## config.mk

```make
export PLATFORM = sky130hd
export DESIGN_NAME = pixel_row_loader
export DESIGN_NICKNAME = d
export VERILOG_FILES = /design/src/rtl/pixel_row_loader_pkg.sv /design/src/rtl/pixel_row_loader_shift.sv /design/src/rtl/pixel_row_loader.sv
export SDC_FILE = /design/constraint.sdc
export NUM_CORES = 1
export LEC_CHECK = 0
export CORE_ASPECT_RATIO = 0.7
export CORE_MARGIN = 2
export CORE_UTILIZATION = 48
export CTS_CLUSTER_DIAMETER = 50
export CTS_CLUSTER_SIZE = 16
export DETAILED_ROUTE_END_ITERATION = 10
export PLACE_DENSITY = 0.75
export SYNTH_ARGS = -nofsm -noshare
export SYNTH_HDL_FRONTEND = slang
export SYNTH_SLANG_ARGS = --single-unit
```

## constraint.sdc

```tcl
create_clock -name Clock -period 2.4 [get_ports Clock]
set_input_delay 0.72 -clock Clock [delete_from_list [all_inputs] [get_ports Clock]]
set_output_delay 0.72 -clock Clock [all_outputs]
set_load 0.03 [all_outputs]
```

## src/rtl/pixel_row_loader_pkg.sv

```systemverilog
// Shared state encoding and default geometry for the pixel row loader.
package pixel_row_loader_pkg;

    typedef enum logic [1:0] {
        IDLE   = 2'd0,
        SHIFT  = 2'd1,
        COMMIT = 2'd2,
        DONE   = 2'd3
    } state_t;

    localparam int DEF_NR_OF_BITS     = 28;
    localparam int DEF_NR_OF_ROWS     = 28;
    localparam int DEF_ROW_ADDR_BITS  = 5;

    // Counter width able to hold 0..n-1 (at least one bit).
    function automatic int cnt_width(input int n);
        return (n > 1) ? $clog2(n) : 1;
    endfunction

endpackage

```

## src/rtl/pixel_row_loader_shift.sv

```systemverilog
// Serial-in/parallel-out pixel shift register. Only the NrOfBits-1 older
// pixels are stored; the parallel word presents them together with the
// pixel arriving this cycle, so the loader can latch a completed row on the
// same edge that accepts its last pixel.
module pixel_shift_reg #(
    parameter int NrOfBits = 28
) (
    input  logic                clk,
    input  logic                rst,
    input  logic                clr,
    input  logic                shift_en,
    input  logic                din,
    output logic [NrOfBits-1:0] word
);

    logic [NrOfBits-2:0] hist;

    assign word = {hist, din};

    // Shift the new pixel in at the LSB; clear at frame start.
    always_ff @(posedge clk or posedge rst) begin
        if (rst) begin
            hist <= '0;
        end else if (clr) begin
            hist <= '0;
        end else if (shift_en) begin
            hist <= word[NrOfBits-2:0];
        end
    end

endmodule

```

## src/rtl/pixel_row_loader.sv

```systemverilog
// Packs a serial binarised pixel stream into row words and writes them, one
// strobe per row, into the bitmap register bank. All advancement is gated
// by Tick so the loader stays in lockstep with the register bank.
module pixel_row_loader
    import pixel_row_loader_pkg::*;
#(
    parameter int NrOfBits    = DEF_NR_OF_BITS,
    parameter int NrOfRows    = DEF_NR_OF_ROWS,
    parameter int RowAddrBits = DEF_ROW_ADDR_BITS
) (
    input  logic                   Clock,
    input  logic                   Reset,
    input  logic                   Tick,
    input  logic                   start,
    input  logic                   pix_valid,
    input  logic                   pix_bit,
    output logic                   pix_ready,
    output logic [NrOfBits-1:0]    D,
    output logic                   ClockEnable,
    output logic [RowAddrBits-1:0] row_addr,
    output logic                   busy,
    output logic                   done
);

    localparam int CntW = cnt_width(NrOfBits);
    localparam logic [CntW-1:0]        LastBit = CntW'(NrOfBits - 1);
    localparam logic [RowAddrBits-1:0] LastRow = RowAddrBits'(NrOfRows - 1);

    state_t                 state, state_nxt;
    logic [CntW-1:0]        bit_cnt;
    logic [RowAddrBits-1:0] row_cnt;
    logic [NrOfBits-1:0]    word;
    logic                   accept;
    logic                   last_bit;
    logic                   frame_go;

    assign pix_ready   = (state == SHIFT);
    assign ClockEnable = (state == COMMIT);
    assign busy        = (state == SHIFT) || (state == COMMIT);
    assign done        = (state == DONE);
    // The row counter parks on the last row; outside a load the address reads 0.
    assign row_addr    = busy ? row_cnt : '0;

    assign accept   = pix_valid & pix_ready & Tick;
    assign last_bit = (bit_cnt == LastBit);
    assign frame_go = Tick & start & (state == IDLE);

    pixel_shift_reg #(.NrOfBits(NrOfBits)) u_shreg (
        .clk      (Clock),
        .rst      (Reset),
        .clr      (frame_go),
        .shift_en (accept),
        .din      (pix_bit),
        .word     (word)
    );

    // State register.
    always_ff @(posedge Clock or posedge Reset) begin
        if (Reset) state <= IDLE;
        else       state <= state_nxt;
    end

    // Next-state logic; nothing moves without Tick.
    always_comb begin
        state_nxt = state;
        if (Tick) begin
            case (state)
                IDLE:    if (start) state_nxt = SHIFT;
                SHIFT:   if (accept && last_bit) state_nxt = COMMIT;
                COMMIT:  state_nxt = (row_cnt == LastRow) ? DONE : SHIFT;
                DONE:    state_nxt = IDLE;
                default: state_nxt = IDLE;
            endcase
        end
    end

    // Bit and row counters; both saturate rather than wrap.
    always_ff @(posedge Clock or posedge Reset) begin
        if (Reset) begin
            bit_cnt <= '0;
            row_cnt <= '0;
        end else if (Tick) begin
            case (state)
                IDLE: if (start) begin
                    bit_cnt <= '0;
                    row_cnt <= '0;
                end
                SHIFT: if (accept && !last_bit) bit_cnt <= bit_cnt + CntW'(1);
                COMMIT: begin
                    bit_cnt <= '0;
                    if (row_cnt != LastRow) row_cnt <= row_cnt + RowAddrBits'(1);
                end
                default: ;
            endcase
        end
    end

    // Latch the completed row on the edge that accepts its last pixel; held until the next row.
    always_ff @(posedge Clock or posedge Reset) begin
        if (Reset)                 D <= '0;
        else if (accept && last_bit) D <= word;
    end

endmodule
```

After elaboration in Yosys (flattened, before gate mapping)
Cells that the tools add are included.
{"block": "classes", "n_addsub": 2, "eq_ne": 10, "mux": 12, "bitwise_logic": 4, "n_reduce_logical": 11}
{"operator": "27-bit 2-to-1 mux", "count": 2}
{"operator": "5-bit 2-to-1 mux", "count": 4}
{"operator": "5-bit one-hot mux with 3 select lines", "count": 1}
{"operator": "5-bit by 1-bit adder with 5-bit output (second input constant)", "count": 2}
{"operator": "5-bit equality test (second input constant)", "count": 2}
{"operator": "5-bit one-hot mux with 2 select lines", "count": 1}
{"operator": "2-bit one-hot mux with 4 select lines", "count": 1}
{"operator": "4-bit AND reduction", "count": 2}
{"operator": "2-bit 2-to-1 mux", "count": 3}
{"operator": "2-bit by 1-bit inequality test with 1-bit output (second input constant)", "count": 3}
{"operator": "5-bit inequality test (second input constant)", "count": 1}
{"operator": "1-bit AND", "count": 4}
{"operator": "2-bit equality test (second input constant)", "count": 2}
{"operator": "2-bit nonzero test", "count": 2}
{"operator": "3-bit AND reduction", "count": 1}
{"operator": "3-bit nonzero test", "count": 1}
{"operator": "2-bit by 1-bit equality test with 1-bit output (second input constant)", "count": 1}
{"operator": "1-bit logical AND", "count": 2}
{"operator": "2-bit logical NOT", "count": 1}
{"operator": "2-bit inequality test (second input constant)", "count": 1}
{"operator": "1-bit logical NOT", "count": 1}
{"operator": "1-bit logical OR", "count": 1}
{"block": "totals", "ff_bits": 67, "out_inout_bits": 37, "elab_cells": 44}

Logic depth before layout (Yosys ltp)
Gate-level depths: netlist of the first run.
{"block": "logic_depth", "depth_word": 6, "ltp_mapped": 8, "depth_no_buf": 6}

By module
From an unflattened synthesis of the first run, not the netlist that was laid out.
{"block": "unflattened", "cells_unflattened": 236, "area_unflattened_um2": 2972.9}
{"module": "pixel_row_loader", "instances": 1, "cells_each": 147, "area_each_um2": 1848.0, "seq_area_each_um2": 1001.0}
{"module": "pixel_shift_reg", "instances": 1, "cells_each": 89, "area_each_um2": 1124.8, "seq_area_each_um2": 675.6}

Least setup slack after synthesis of the first run
Ideal clock, no wire load.
{"block": "synth_path", "kind": "reg2reg", "start": "reg state[1]", "end": "reg D[10]", "setup_ns": 0.125, "t_arrival_ns": 1.956, "t_required_ns": 2.275, "slack_ns": 0.319, "path_stages_with_launch": 8, "synth_period_minus_slack_ns": 2.081, "cell_sequence": "dfrtp_1 > inv_1 > ha_1 > buf_2 > nand3_4 > nor2_8 > buf_6 > mux2_2"}
{"block": "synth_between", "elab_chain_cells": 4}
{"element": "from (decl)", "line_no": "pixel_row_loader.sv:29", "source": "state_t state, state_nxt;"}
{"element": "from (signal assigned)", "line_no": "pixel_row_loader.sv:60", "source": "else state <= state_nxt;"}
{"element": "2-bit by 1-bit equality test with 1-bit output", "line_no": "pixel_row_loader.sv:37", "source": "assign pix_ready = (state == SHIFT);"}
{"element": "named net pix_ready", "line_no": "pixel_row_loader.sv:17", "source": "output logic pix_ready,"}
{"element": "1-bit AND (2 in series)", "line_no": "pixel_row_loader.sv:44", "source": "assign accept = pix_valid & pix_ready & Tick;"}
{"element": "1-bit logical AND", "line_no": "pixel_row_loader.sv:101", "source": "else if (accept && last_bit) D <= word;"}
{"element": "to (signal assigned)", "line_no": "pixel_row_loader.sv:101"}
{"element": "to (decl)", "line_no": "pixel_row_loader.sv:18", "source": "output logic [NrOfBits-1:0] D,"}
The timed path passes the listed nets, and every way through them passes these cells.
A chain may end at the register's enable or synchronous reset.

Worst setup path after layout of the first run
{"block": "layout_path", "start": "reg state[1]", "end": "out row_addr[2]"}
{"block": "layout_between", "elab_chain_cells": 3, "word_cells_on_any_way": 4, "cone_classes": "eq/ne (2); mux (1); reduce/logical (1)"}
{"element": "2-bit by 1-bit equality test with 1-bit output / 2-bit equality test (equally long branches)", "line_no": "pixel_row_loader.sv:39", "source": "assign busy = (state == SHIFT) || (state == COMMIT);"}
{"element": "1-bit logical OR *", "line_no": "pixel_row_loader.sv:39"}
{"element": "5-bit 2-to-1 mux *", "line_no": "pixel_row_loader.sv:42", "source": "assign row_addr = busy ? row_cnt : '0;"}
{"element": "to (decl)", "line_no": "pixel_row_loader.sv:20", "source": "output logic [RowAddrBits-1:0] row_addr,"}
Mark *: on every way between the ends. The rest lies on a longest branch, timed or not.

==> tab_implementation.tex, run 1 <==
\begin{tabular}{lr}
\hline
Metric & Value \\
\hline
\multicolumn{2}{l}{\textbf{Synthesis}} \\
\quad Flop and latch count out of synthesis & 67 \\
\quad Mean cell area of the mapped netlist & $\sim$11 µm² \\
\quad Mapped Area & roughly 3000 µm² \\
\quad Cell count after synthesis & between 200 and 300 \\
\quad Number of warnings printed during yosys synthesis & 0 \\
\quad Synthesized Nets & 274 \\
\quad Async set-reset flop share out of synthesis & 100\% \\
\quad Most common cell in the netlist & dfrtp\_1 \\
\quad Sequential area share after synthesis & 56.6\% \\
\quad Post-synth EDFFs & 0 \\
\quad Number of distinct standard cells referenced by the synthesized netlist & 39 \\
\quad Dominant cells by area after synthesis & dfrtp\_1 (57\%), mux2\_2 (11\%), nand2\_1 (7.4\%) \\
\quad Area leader, netlist & dfrtp\_1 \\
\quad Primary flip-flop cell chosen by synthesis mapping & dfrtp\_1 \\
\quad Fraction of post-synthesis cell area in the top cell type by area & 56.6\% \\
\quad Post-synth top cells & dfrtp\_1 (67), nand2\_1 (58), mux2\_2 (30), a21oi\_1 (28) \\
\multicolumn{2}{l}{\textbf{STA}} \\
\quad Setup tns final & 0 ns \\
\quad Clock period minus worst slack & between 2 and 2.5 ns \\
\quad Fraction of the cycle the final worst path needs & 96.4\% \\
\quad FMAX & 432 MHz \\
\quad Worst slew slack as a fraction of its limit & approximately 67\% \\
\quad Worst Max-Slew Pin Slew & 0.500 ns \\
\quad Hold Fails Final Rpt & 0 \\
\quad Worst setup skew after layout & 0.00570 ns \\
\quad Endpoints failing setup & 0 \\
\quad Final number of max-transition violations & 0 \\
\multicolumn{2}{l}{\textbf{Clock tree}} \\
\quad Reg clk slew, reported paths & 0.06 ns \\
\quad CTS tree & yes \\
\quad Clk sinks & 67 \\
\quad Longest Clk Path Bufs & 2 \\
\quad Number of clock buffers inserted by TritonCTS & 9 \\
\quad Buffer cell driving the clock tree root & clkbuf\_8 \\
\quad Level count of the clock H-tree & 3 \\
\quad Source-to-sink clock delay at the later pin of the worst-skew pair & about 0.34 ns \\
\multicolumn{2}{l}{\textbf{Pwr}} \\
\quad Worst IR Drop VDD & 617 µV \\
\quad Final total power & 3000 µW \\
\quad Lkg Pwr & roughly 0.0017 µW \\
\quad Power per standard cell area & 811 nW/µm² \\
\multicolumn{2}{l}{\textbf{Detailed routing}} \\
\quad Total number of vias & 2070 \\
\quad Detailed-routing iteration count for the pre-antenna-repair pass & 4 \\
\quad Residual DRC & 0 \\
\quad Count of nets left with antenna violations after detail routing & 0 \\
\quad Vias per cell & 5.27 \\
\quad First DRT Iteration DRCs & 113 \\
\quad Average wire length per cell after detail routing & between 10 and 15 µm \\
\quad DRT Wirelength & between 5 and 6 mm \\
\multicolumn{2}{l}{\textbf{Finish}} \\
\quad Filler cells & 488 \\
\quad Final cell count without fillers & 393 \\
\quad Synthesis-to-layout area growth & 25.1\% \\
\quad Layout cells sized above 1 & 22.0\% \\
\quad Post-route core utilization & 63.4\% \\
\quad Number of inserted diodes & 0 \\
\quad Nets & roughly 330 \\
\multicolumn{2}{l}{\textbf{GRT}} \\
\quad Pin count of the biggest net entering global routing & 36 \\
\quad Met2 usage & between 20\% and 30\% \\
\quad Vias in the first global route & 2054 \\
\quad Global routing usage summed across all routing layers & 18.8\% \\
\quad Busiest metal layer after global routing & met2 \\
\quad Met3 routing resource usage after global routing & 7.86\% \\
\quad Global-route wire length before repair & between 10 and 15 mm \\
\quad Global-route track usage on met1 & 26.3\% \\
\quad Antenna violations before repair & 0 \\
\quad Overflow after GRT & 0 \\
\multicolumn{2}{l}{\textbf{Min path}} \\
\quad Class of the most critical hold timing path & reg2reg \\
\multicolumn{2}{l}{\textbf{Floorplanning}} \\
\quad Number of top-level design ports & 43 \\
\quad Die Footprint & 6820 µm² \\
\quad Core Box Area & 5840 µm² \\
\quad DIE WIDTH & 97.9 µm \\
\quad Initial Util & about 50\% \\
\quad Vertical die dimension & 69.7 µm \\
\quad Row Count & 23 \\
\multicolumn{2}{l}{\textbf{Placement}} \\
\quad Final RePlAce weighted congestion & around 0.8 \\
\quad Post-detailed-placement half-perimeter wirelength & around 3.8 mm \\
\quad Total instance count after detailed placement & 377 \\
\quad Count of input and output buffers & 42 \\
\multicolumn{2}{l}{\textbf{Outcome}} \\
\quad Outcome & complete, no violations \\
\multicolumn{2}{l}{\textbf{Setup path}} \\
\quad Data required time of the worst path & roughly 1.7 ns \\
\quad Kind of start point of the critical path & register \\
\quad Category of the critical setup timing path & reg2out \\
\quad Reg-to-reg slack, setup & 0.40 ns \\
\quad Data arrival, critical path & 1.59 ns \\
\quad Critical path endpoint category & primary output \\
\quad Critical Path Fanout Max & 6 \\
\multicolumn{2}{l}{\textbf{Run}} \\
\quad Number of max-cap violations & 0 \\
\hline
\end{tabular}
==> area by class of cell <==
class                           count  area, µm²  share of cell area (%)
Timing Repair Buffer               54        543                    14.7
Sequential cell                    67       1680                    45.3
Multi-Input combinational cell    175       1190                    32.1
Tap cell                           75       93.8                    2.53
Clock inverter                      1       7.51                   0.203
Inverter                            6       26.3                   0.709
Clock buffer                       15        166                    4.49
==> sequential cells by signal, summed over array words and instances (netlist names) <==
signal        cells
D                28
u_shreg.hist     27
row_cnt           5
state             2
bit_cnt           5
==> cells in the final DEF (no fill, tap or decap), types with 5 or more instances in the layout <==
cell type / n
a21oi_1: 28
and2_1: 7
buf_4: 8
clkbuf_8: 11
clkdlybuf4s50_1: 33
dfrtp_1: 67
ha_1: 6
inv_1: 5
mux2_2: 30
nand2_1: 58
nand3_1: 7
==> stage by stage <==
| step | hold WS (ns) | instance area [µm²] | worst slack (ns) |
|---|---|---|---|
| 6_report | 0.508 | 3700 | 0.0873 |
| 5_1_grt | 0.521 | 3700 | -0.000296 |
| 4_1_cts | 0.511 | 3720 | 0.00471 |
| 3_5_place_dp | 0.496 | 3540 | 0.0718 |
| 3_3_place_gp | 0.473 | 3540 | 0.112 |
| 2_1_floorplan | 0.479 | 2960 | 0.319 |
==> layer usage <==
| layer | routed length [µm] | vias to the layer above | part of all wire (%) |
|---|---|---|---|
| li1 | - | 1008 | - |
| met1 | 2760 | 1013 | 48 |
| met2 | 2610 | 39 | 46 |
| met3 | 270 | 10 | 4.7 |
| met4 | 74 | 0 | 1.3 |
| met5 | 0 | - | 0 |
==> repair_timing <==
action                                  4_1_cts  5_1_grt
hold buffers                                  0        0
endpoints found under the setup margin        9        5
gates resized for setup                      16        4
buffers inserted                              0        0
==> path summary, 6_finish.rpt <==
check,startpoint,endpoint,cells past startpoint
worst max-delay path,state[1],row_addr[2],4
worst min-delay path,D[8],D[8],1
worst max register to register,state[1],bit_cnt[4],8
worst min register to register,D[8],D[8],1
max in group asynchronous,Reset,row_cnt[4],3
min in group asynchronous,Reset,bit_cnt[3],2
==> power by group <==
group | total (µW) | leakage [µW] | switching (µW) | internal (µW)
sequential | 1290 | 0.000927 | 76.1 | 1210
combinational | 884 | 0.000723 | 520 | 364
clock | 829 | 0.0000840 | 395 | 434
==> critical path, cell delays in order (launching register included) <==
cell             delay, ns
dfrtp_1               0.39
inv_1                 0.08
ha_2                  0.37
and2_1                0.14
clkdlybuf4s15_2       0.29
==> cells by family (layout without fill, tap and decap cells) <==
family / count (synthesis) / in the layout / share of synthesized area (%)
simple gates: 91 / 91 / 16.1
fa+ha+maj: 7 / 7 / 2.96
flops: 67 / 67 / 56.6
compound gates: 45 / 45 / 8.88
mux: 32 / 32 / 12.1
buf+inv: 19 / 76 / 3.25
No activity file was read; power rests on OpenSTA's default activity.
==> run 2, diff against run 1 <==
--- a/config.mk
+++ b/config.mk
@@ -7,11 +7,12 @@
 export LEC_CHECK = 0
 export CORE_ASPECT_RATIO = 0.7
 export CORE_MARGIN = 2
-export CORE_UTILIZATION = 48
+export CORE_UTILIZATION = 50
 export CTS_CLUSTER_DIAMETER = 50
 export CTS_CLUSTER_SIZE = 16
 export DETAILED_ROUTE_END_ITERATION = 10
-export PLACE_DENSITY = 0.75
+export DONT_BUFFER_PORTS = 1
+export PLACE_DENSITY = 0.68
 export SYNTH_ARGS = -nofsm -noshare
 export SYNTH_HDL_FRONTEND = slang
 export SYNTH_SLANG_ARGS = --single-unit
==> tab_implementation.tex, run 2 (synthesis gave the netlist of run 1 again) <==
\begin{tabular}{lr}
\hline
Metric & Value \\
\hline
\multicolumn{2}{l}{\textbf{Min path}} \\
\quad Class of the most critical hold timing path & in2async \\
\multicolumn{2}{l}{\textbf{Clock tree}} \\
\quad Clk sinks & 67 (unchanged) \\
\quad Buffer cell driving the clock tree root & clkbuf\_8 \\
\quad Hold buffer count at cts & 0 (unchanged) \\
\quad Post-CTS setup buffers & 0 (unchanged) \\
\quad Level count of the clock H-tree & 3 (unchanged) \\
\quad Reg clk slew, reported paths & 0.07 ns (about the same) \\
\quad Number of clock buffers inserted by TritonCTS & 9 (unchanged) \\
\quad Longest Clk Path Bufs & 2 (unchanged) \\
\quad CTS tree & yes \\
\quad Post-cts repair resize count & 0 (-16) \\
\quad Source-to-sink clock delay at the later pin of the worst-skew pair & 0.34 ns (about the same) \\
\multicolumn{2}{l}{\textbf{Floorplanning}} \\
\quad Row Count & 23 (unchanged) \\
\quad DIE WIDTH & 96.0 µm (-1.9\%) \\
\quad Die Footprint & 6560 µm² (-3.8\%) \\
\quad Core Box Area & 5730 µm² (-2.0\%) \\
\quad Vertical die dimension & 68.4 µm (-1.9\%) \\
\quad Initial Util & 51.7\% (+1.0 points) \\
\quad Number of top-level design ports & 43 (unchanged) \\
\multicolumn{2}{l}{\textbf{STA}} \\
\quad Hold Fails Final Rpt & 0 (unchanged) \\
\quad Final number of max-transition violations & 0 (unchanged) \\
\quad Worst slew slack as a fraction of its limit & 63.5\% (-3.1 points) \\
\quad Worst setup skew after layout & 0.00885 ns (+0.00315 ns) \\
\quad Worst Max-Slew Pin Slew & 0.546 ns (+0.0459 ns) \\
\quad Endpoints failing setup & 0 (unchanged) \\
\quad Fraction of the cycle the final worst path needs & 94.1\% (-2.2 points) \\
\quad Clock period minus worst slack & 2.26 ns (-0.0537 ns) \\
\quad FMAX & 443 MHz (+2.4\%) \\
\quad Setup repair after global routing missed its margin & no \\
\quad Setup tns final & 0 ns (unchanged) \\
\multicolumn{2}{l}{\textbf{Finish}} \\
\quad Most common cell after layout, fill and taps aside & dfrtp\_1 \\
\quad Synthesis-to-layout area growth & 11.5\% \\
\quad Most frequent cells in the layout & dfrtp\_1 (67), nand2\_1 (58), mux2\_2 (30) \\
\quad Footprint of the multi-input gates & 1190 µm² (-0.21\%) \\
\quad Largest reg by FF count & D \\
\quad Area used by sequential logic in the layout & 1680 µm² (unchanged) \\
\quad Post-route core utilization & 57.6\% (-5.8 points) \\
\quad Layout cells sized above 1 & 23.2\% (+1.2 points) \\
\quad Nets & 279 (-14\%) \\
\quad Filler cells & 484 (-0.82\%) \\
\quad Cell area after layout & 3300 µm² (-11\%) \\
\quad Largest register FFs & 28 (unchanged) \\
\quad Registers with the most flip-flops & D x28, u\_shreg.hist x27 \\
\quad Number of inserted diodes & 0 (unchanged) \\
\multicolumn{2}{l}{\textbf{GRT}} \\
\quad Met2 usage & 26.9\% (-0.094 points) \\
\quad Antenna violations before repair & 0 (unchanged) \\
\quad Pin count of the biggest net entering global routing & 45 (+25\%) \\
\quad Vias in the first global route & 1841 (-10\%) \\
\quad Global routing usage summed across all routing layers & 18.2\% (-0.59 points) \\
\quad Overflow after GRT & 0 (unchanged) \\
\quad Busiest metal layer after global routing & met2 \\
\quad Global-route wire length before repair & 8.79 mm (-13\%) \\
\quad Global-route track usage on met1 & 24.0\% (-2.3 points) \\
\quad Met3 routing resource usage after global routing & 8.37\% (+0.51 points) \\
\multicolumn{2}{l}{\textbf{Placement}} \\
\quad Count of input and output buffers & 0 (-100\%) \\
\quad Instance area at placement & 3050 µm² (-14\%) \\
\quad Post-detailed-placement half-perimeter wirelength & 3.38 mm (-11\%) \\
\quad Final RePlAce weighted congestion & 0.784 (-2.0\%) \\
\multicolumn{2}{l}{\textbf{Setup path}} \\
\quad Data arrival, critical path & 1.54 ns (-0.05 ns) \\
\quad Kind of start point of the critical path & register \\
\quad FF-to-FF Start & state[1] \\
\quad Category of the critical setup timing path & reg2out \\
\quad Critical register-to-register path endpoint & state[1] \\
\quad Critical path endpoint category & primary output \\
\quad Number of cells on the worst reg-to-reg path & 6 (-2) \\
\quad Reg-to-reg slack, setup & 0.39 ns (about the same) \\
\quad Critical Path Fanout Max & 6 (unchanged) \\
\quad Data required time of the worst path & 1.68 ns (about the same) \\
\multicolumn{2}{l}{\textbf{Run}} \\
\quad Number of max-cap violations & 0 (unchanged) \\
\multicolumn{2}{l}{\textbf{Detailed routing}} \\
\quad Average wire length per cell after detail routing & 15.2 µm (+4.6\%) \\
\quad Count of nets left with antenna violations after detail routing & 0 (unchanged) \\
\quad Vias per cell & 5.48 (+4.0\%) \\
\quad Total number of vias & 1895 (-8.5\%) \\
\quad Residual DRC & 0 (unchanged) \\
\quad First DRT Iteration DRCs & 109 (-3.5\%) \\
\quad DRT Wirelength & 5.27 mm (-7.9\%) \\
\quad Detailed-routing iteration count for the pre-antenna-repair pass & 4 (unchanged) \\
\multicolumn{2}{l}{\textbf{Pwr}} \\
\quad Worst IR Drop VDD & 478 µV (-23\%) \\
\quad Lkg Pwr & 0.00158 µW (-8.7\%) \\
\quad Power per standard cell area & 967 nW/µm² (+19\%) \\
\multicolumn{2}{l}{\textbf{Outcome}} \\
\quad Outcome & complete, no violations \\
\hline
\end{tabular}
[run 2: metrics by stage]
stage	hold WS, ns	total power, µW	setup WS, ns	instances
6_report	0.292	3190	0.141	346
5_1_grt	0.306	3360	0.0417	346
4_1_cts	0.298	3230	0.120	346
3_5_place_dp	0.497	2070	0.387	330
3_3_place_gp	0.494	2050	0.467	330
2_1_floorplan	0.479	1900	0.319	261
[run 2: power by group]
part	leakage [µW]	internal, µW	switching [µW]
sequential	0.000927	1210	78.7
combinational	0.000529	278	476
clock	0.000126	720	424
total	0.00158	2210	979
[run 2: layer usage]
metal | part of all wire [%] | vias up
met1 | 49 | 952
li1 | - | 908
met4 | 0.40 | 0
met3 | 4.8 | 2
met5 | 0 | -
met2 | 45 | 33
[run 2: area by class of cell]
class | instances | area share (%)
sequential | 67 | 50.8
multi-input combinational | 175 | 36.0
clock buffer | 10 | 4.17
clock inverter | 6 | 3.41
tap | 75 | 2.84
timing repair buffer | 7 | 1.97
inverter | 6 | 0.796
[run 2: how the worst max path moves through the flow]
stage,depth (start not counted),start,to
after CTS,3,state[1],row_addr[0]
after global placement,6,state[1],state[1]
after global routing,3,state[0],row_addr[1]
after detailed placement,7,state[1],bit_cnt[4]
after floorplan,7,state[1],D[10]
final,3,state[1],row_addr[0]
[run 2: critical path: stages (launching register included)]
cell,delay (ns)
dfrtp_1,0.39
inv_1,0.12
ha_1,0.36
and2_1,0.33
==> RTL edit 1 (settings of run 1) <==
The 4 states of `state_t` get a one-hot encoding in 4 bits.
--- a/src/rtl/pixel_row_loader_pkg.sv
+++ b/src/rtl/pixel_row_loader_pkg.sv
@@ -2,9 +2,9 @@
 package pixel_row_loader_pkg;
 
-    typedef enum logic [1:0] {
-        IDLE   = 2'd0,
-        SHIFT  = 2'd1,
-        COMMIT = 2'd2,
-        DONE   = 2'd3
+    typedef enum logic [3:0] {
+        IDLE   = 4'b0001,
+        SHIFT  = 4'b0010,
+        COMMIT = 4'b0100,
+        DONE   = 4'b1000
     } state_t;
 
Check against the original RTL: no difference found for any inputs over 10 cycles, from zero or initial values and one cycle with Reset high; not proved beyond that.
==> RTL edit 1 against run 1 <==
The flow now finishes with violations (setup timing). Final area increased by 7.8%. Synthesized area rose by 3.8%. Sequential cell count is 2 higher. Wire length up 9.0%. Maximum frequency down 5.6%. Setup slack lost 0.14 ns. Power fell by 9.6%. Die area is 3.6% higher. Combinational power decreased by 42%. Sequential share of layout area shrank 1.9 points. Highest routed layer unchanged.
==> RTL edit 1: results (changes against run 1) <==
[synthesis] Mapped Cells 276 [was 261]
[sta] post-route setup slack -0.0500 ns [was 0.0873 ns]
[setup_path] cell count of the worst reg-to-reg path 6 [was 8]
[grt] Global Route met3 Usage 7.02% [was 7.86%]
[final_layout] Final #Nets 350 [was 326]
[setup_path] worst reg-to-reg setup slack 0.13 ns [was 0.40 ns]
[sta] Fin Clk Skew 0.0104 ns [was 0.00570 ns]
[sta] Hold WS 0.506 ns [was 0.508 ns]
[final_layout] fraction of final layout cells with drive strength greater than 1 28.5% [was 22.0%]
[sta] number of endpoints failing setup at the final stage 7 [was 0]
[setup_path] terminus of the critical flop-to-flop path row_cnt[0] [was bit_cnt[4]]
[status] failing checks setup timing
[placement] final weighted congestion in routability-driven placement 0.831 [was 0.800]
[setup_path] kind of cell with the highest combined delay on the critical path simple AND/OR/NAND/NOR gates [was flip-flops]
[placement] post-placement cell area 3690 µm² [was 3540 µm²]
[drt] 1st-pass router iterations 6 [was 4]
[synthesis] cell types occupying the most area after synthesis dfrtp_1, nand2_1, mux2_2 [was dfrtp_1, mux2_2, nand2_1]
[setup_path] critical path arrival 1.73 ns [was 1.59 ns]
[power] power share of the combinational group 18.9% [was 29.4%]
[grt] global-route met2 utilization 29.2% [was 27.0%]
[drt] DR vias 2,311 [was 2,070]
[grt] first-pass GRT wire length 11,000 µm [was 10,100 µm]
[drt] routed wl met3 322 µm [was 270 µm]
[power] static leakage 1.82 nW [was 1.73 nW]
[drt] sum of routed wire segments on met1 3020 µm [was 2760 µm]
[final_layout] area of the multi-input gates 1240 µm² [was 1190 µm²]
[setup_path] Critical path destination row_addr[3] [was row_addr[2]]
[setup_path] crit path from state[3] [was state[1]]
[status] status finished with violations [was completed]
[sta] Total Neg Setup Slack -0.258 ns [was 0 ns]
[synthesis] library cells used by synthesis 43 [was 39]
[grt] largest net degree at the start of global routing 30 [was 36]
[synthesis] top cell types by occurrence after synthesis dfrtp_1, nand2_1, a21oi_1 [was dfrtp_1, nand2_1, mux2_2]
[drt] WL met2 2810 µm [was 2610 µm]
[synthesis] sequential-to-total area share from yosys stat 56.2% [was 56.6%]
[sta] Max-slew headroom 57.3% [was 66.6%]
[grt] global router's overall resource usage 20.1% [was 18.8%]
[cts] setup repair bufs after CTS 10 [was 0]
[power] switch share 29.4% [was 33.0%]
[power] power drawn by the sequential cells 1.25 mW [was 1.29 mW]
[cts] Worst-path clk slew 0.08 ns [was 0.06 ns]
[placement] post-place setup slack -0.278 ns [was 0.0718 ns]
[drt] Detailed Route Iter0 Violations 178 [was 113]
## RTL edit 1: cell types whose count changed after synthesis, moves of 5 or more
| cell | delta |
|---|---|
| mux2_2 | -9 |
| mux2_4 | +9 |
| ha_1 | -5 |
| and2_1 | -7 |
| nand2_1 | +7 |
## RTL edit 1: cell families after synthesis
| kind of cell | count (synthesis) | synth area share (%) |
|---|---|---|
| AO/OA/AOI/OAI | 48 | 9.40 |
| flip-flops | 69 | 56.2 |
| AND/OR/NAND/NOR | 100 | 16.2 |
| XOR/XNOR | 1 | 0.285 |
| adder cells (fa/ha/maj) | 2 | 0.814 |
| buffers and inverters | 24 | 4.40 |
| multiplexers | 32 | 12.7 |
## RTL edit 1: layout make-up
| cell class | count | share of cell area, % |
|---|---|---|
| sequential | 69 | 43.4 |
| multi-input combinational | 183 | 31.1 |
| timing repair buffer | 70 | 17.1 |
| clock buffer | 9 | 3.10 |
| tap | 78 | 2.44 |
| clock inverter | 7 | 1.85 |
| inverter | 9 | 1.07 |
==> RTL edit 2 (config.mk and constraints of run 1) <==
Without the edit above. `DEF_NR_OF_BITS`: 28 -> 32.
--- a/src/rtl/pixel_row_loader_pkg.sv
+++ b/src/rtl/pixel_row_loader_pkg.sv
@@ -9,5 +9,5 @@
     } state_t;
 
-    localparam int DEF_NR_OF_BITS     = 28;
+    localparam int DEF_NR_OF_BITS     = 32;
     localparam int DEF_NR_OF_ROWS     = 28;
     localparam int DEF_ROW_ADDR_BITS  = 5;
Interface: changed (resized D); port bits go from 43 to 47. No check against the original RTL was run, so the function may have changed too.
==> RTL edit 2 against run 1 <==
Register-to-register slack got worse by 0.22 ns. Final area increased by 8.0%. Critical path depth unchanged. Synthesized cell count increased by 8.4%. Sequential cell count increased by 8. Power increased by 6.9%. Setup slack improved by 0.043 ns. Core utilization about the same. Clock skew increased by 0.0015 ns. Wire length increased by 8.6%. Critical endpoint unchanged. Synthesized area increased by 7.5%. Clock power increased by 17%.
==> RTL edit 2: results (changes against run 1) <==
[synthesis] top cell types by occurrence after synthesis dfrtp_1, nand2_1, a21oi_1 [was dfrtp_1, nand2_1, mux2_2]
[drt] average wire per standard cell 14.8 µm [was 14.6 µm]
[cts] htree depth 3 [unchanged]
[sta] post-route setup slack 0.130 ns [was 0.0873 ns]
[final_layout] registers with the most flip-flops D (32), u_shreg.hist (31) [was D (28), u_shreg.hist (27)]
[drt] via density per instance 5.40 [was 5.27]
[placement] post-place setup slack 0.00617 ns [was 0.0718 ns]
[final_layout] fraction of final layout cells with drive strength greater than 1 19.6% [was 22.0%]
[drt] routed wl met3 292 µm [was 270 µm]
[grt] Global Route met3 Usage 5.49% [was 7.86%]
[placement] placed insts 403 [was 377]
[power] static leakage 1.90 nW [was 1.73 nW]
[setup_path] Critical Path Max Stage Delay 0.41 ns [was 0.39 ns]
[status] status completed [unchanged]
[grt] met1 Use GR 26.9% [was 26.3%]
[cts] setup repair bufs after CTS 0 [unchanged]
[grt] global-route met2 utilization 29.5% [was 27.0%]
[grt] first-pass GRT wire length 10,600 µm [was 10,100 µm]
[drt] Detailed Route Iter0 Violations 108 [was 113]
[drt] sum of routed wire segments on met1 2940 µm [was 2760 µm]
[grt] number of global-route vias before repair 2,188 [was 2,054]
[placement] final weighted congestion in routability-driven placement 0.818 [was 0.800]
[power] worst vdd rail ir drop 0.505 mV [was 0.617 mV]
[placement] half-perimeter wire length after detailed placement 4120 µm [was 3810 µm]
[synthesis] Syn. warnings 0 [unchanged]
[setup_path] kind of cell with the highest combined delay on the critical path flip-flops [unchanged]
[cts] post-cts repair resize count 17 [was 16]
[cts] number of CTS-inserted buffers 9 [unchanged]
[sta] Fin Clk Skew 0.00724 ns [was 0.00570 ns]
[setup_path] maximum fanout encountered on the critical timing path 6 [unchanged]
[synthesis] sequential-to-total area share from yosys stat 59.0% [was 56.6%]
[synthesis] cell types occupying the most area after synthesis dfrtp_1, mux2_2, nand2_1 [unchanged]
[synthesis] Adder-Cell Fraction of Synth Area 3.14% [was 2.96%]
[final_layout] Final #Nets 350 [was 326]
[placement] count of buffers from port buffering 46 [was 42]
[synthesis] synthesized area per cell 11.2 µm² [was 11.3 µm²]
[synthesis] Syn Nets 297 [was 274]
[sta] Worst Tran Pin Value 0.478 ns [was 0.500 ns]
[setup_path] worst reg-to-reg setup slack 0.18 ns [was 0.40 ns]
[placement] post-placement cell area 3800 µm² [was 3540 µm²]
[grt] largest net degree at the start of global routing 76 [was 36]
[grt] global router's overall resource usage 19.1% [was 18.8%]
[drt] WL met2 2930 µm [was 2610 µm]
[synthesis] share of the synthesized area in compound gates (AO/OA/AOI/OAI) 9.55% [was 8.88%]
[setup_path] Slowest-stage cell, CP dfrtp_1 [unchanged]
[synthesis] post-synthesis mux area share 12.0% [was 12.1%]
[sta] Hold WS 0.495 ns [was 0.508 ns]
[drt] DR vias 2,262 [was 2,070]
[synthesis] library cells used by synthesis 31 [was 39]
[setup_path] critical path arrival 1.55 ns [was 1.59 ns]
-- RTL edit 2: worst paths after layout --
path                                 start          end  cells past startpoint
worst min-delay path                 D[24]        D[24]                      1
worst min register to register       D[24]        D[24]                      1
worst max register to register  bit_cnt[0]   bit_cnt[2]                      7
max in group asynchronous            Reset         D[4]                      3
worst max-delay path              state[0]  row_addr[2]                      4
min in group asynchronous            Reset        D[19]                      3
-- RTL edit 2: where the power goes --
| group | leakage (nW) | total, mW | switching [mW] | internal [mW] |
|---|---|---|---|---|
| combinational | 0.757 | 0.821 | 0.504 | 0.318 |
| clock | 0.0998 | 0.974 | 0.434 | 0.540 |
| sequential | 1.04 | 1.41 | 0.0758 | 1.34 |
-- RTL edit 2: area by class of cell --
cell class,instances,area (µm²)
fillers,495,2310
repair buffers,56,556
clock inverters,3,46.3
inverters,8,33.8
clock buffers,13,159
multi-input cells,186,1230
well taps,78,97.6
flip-flops and latches,75,1880
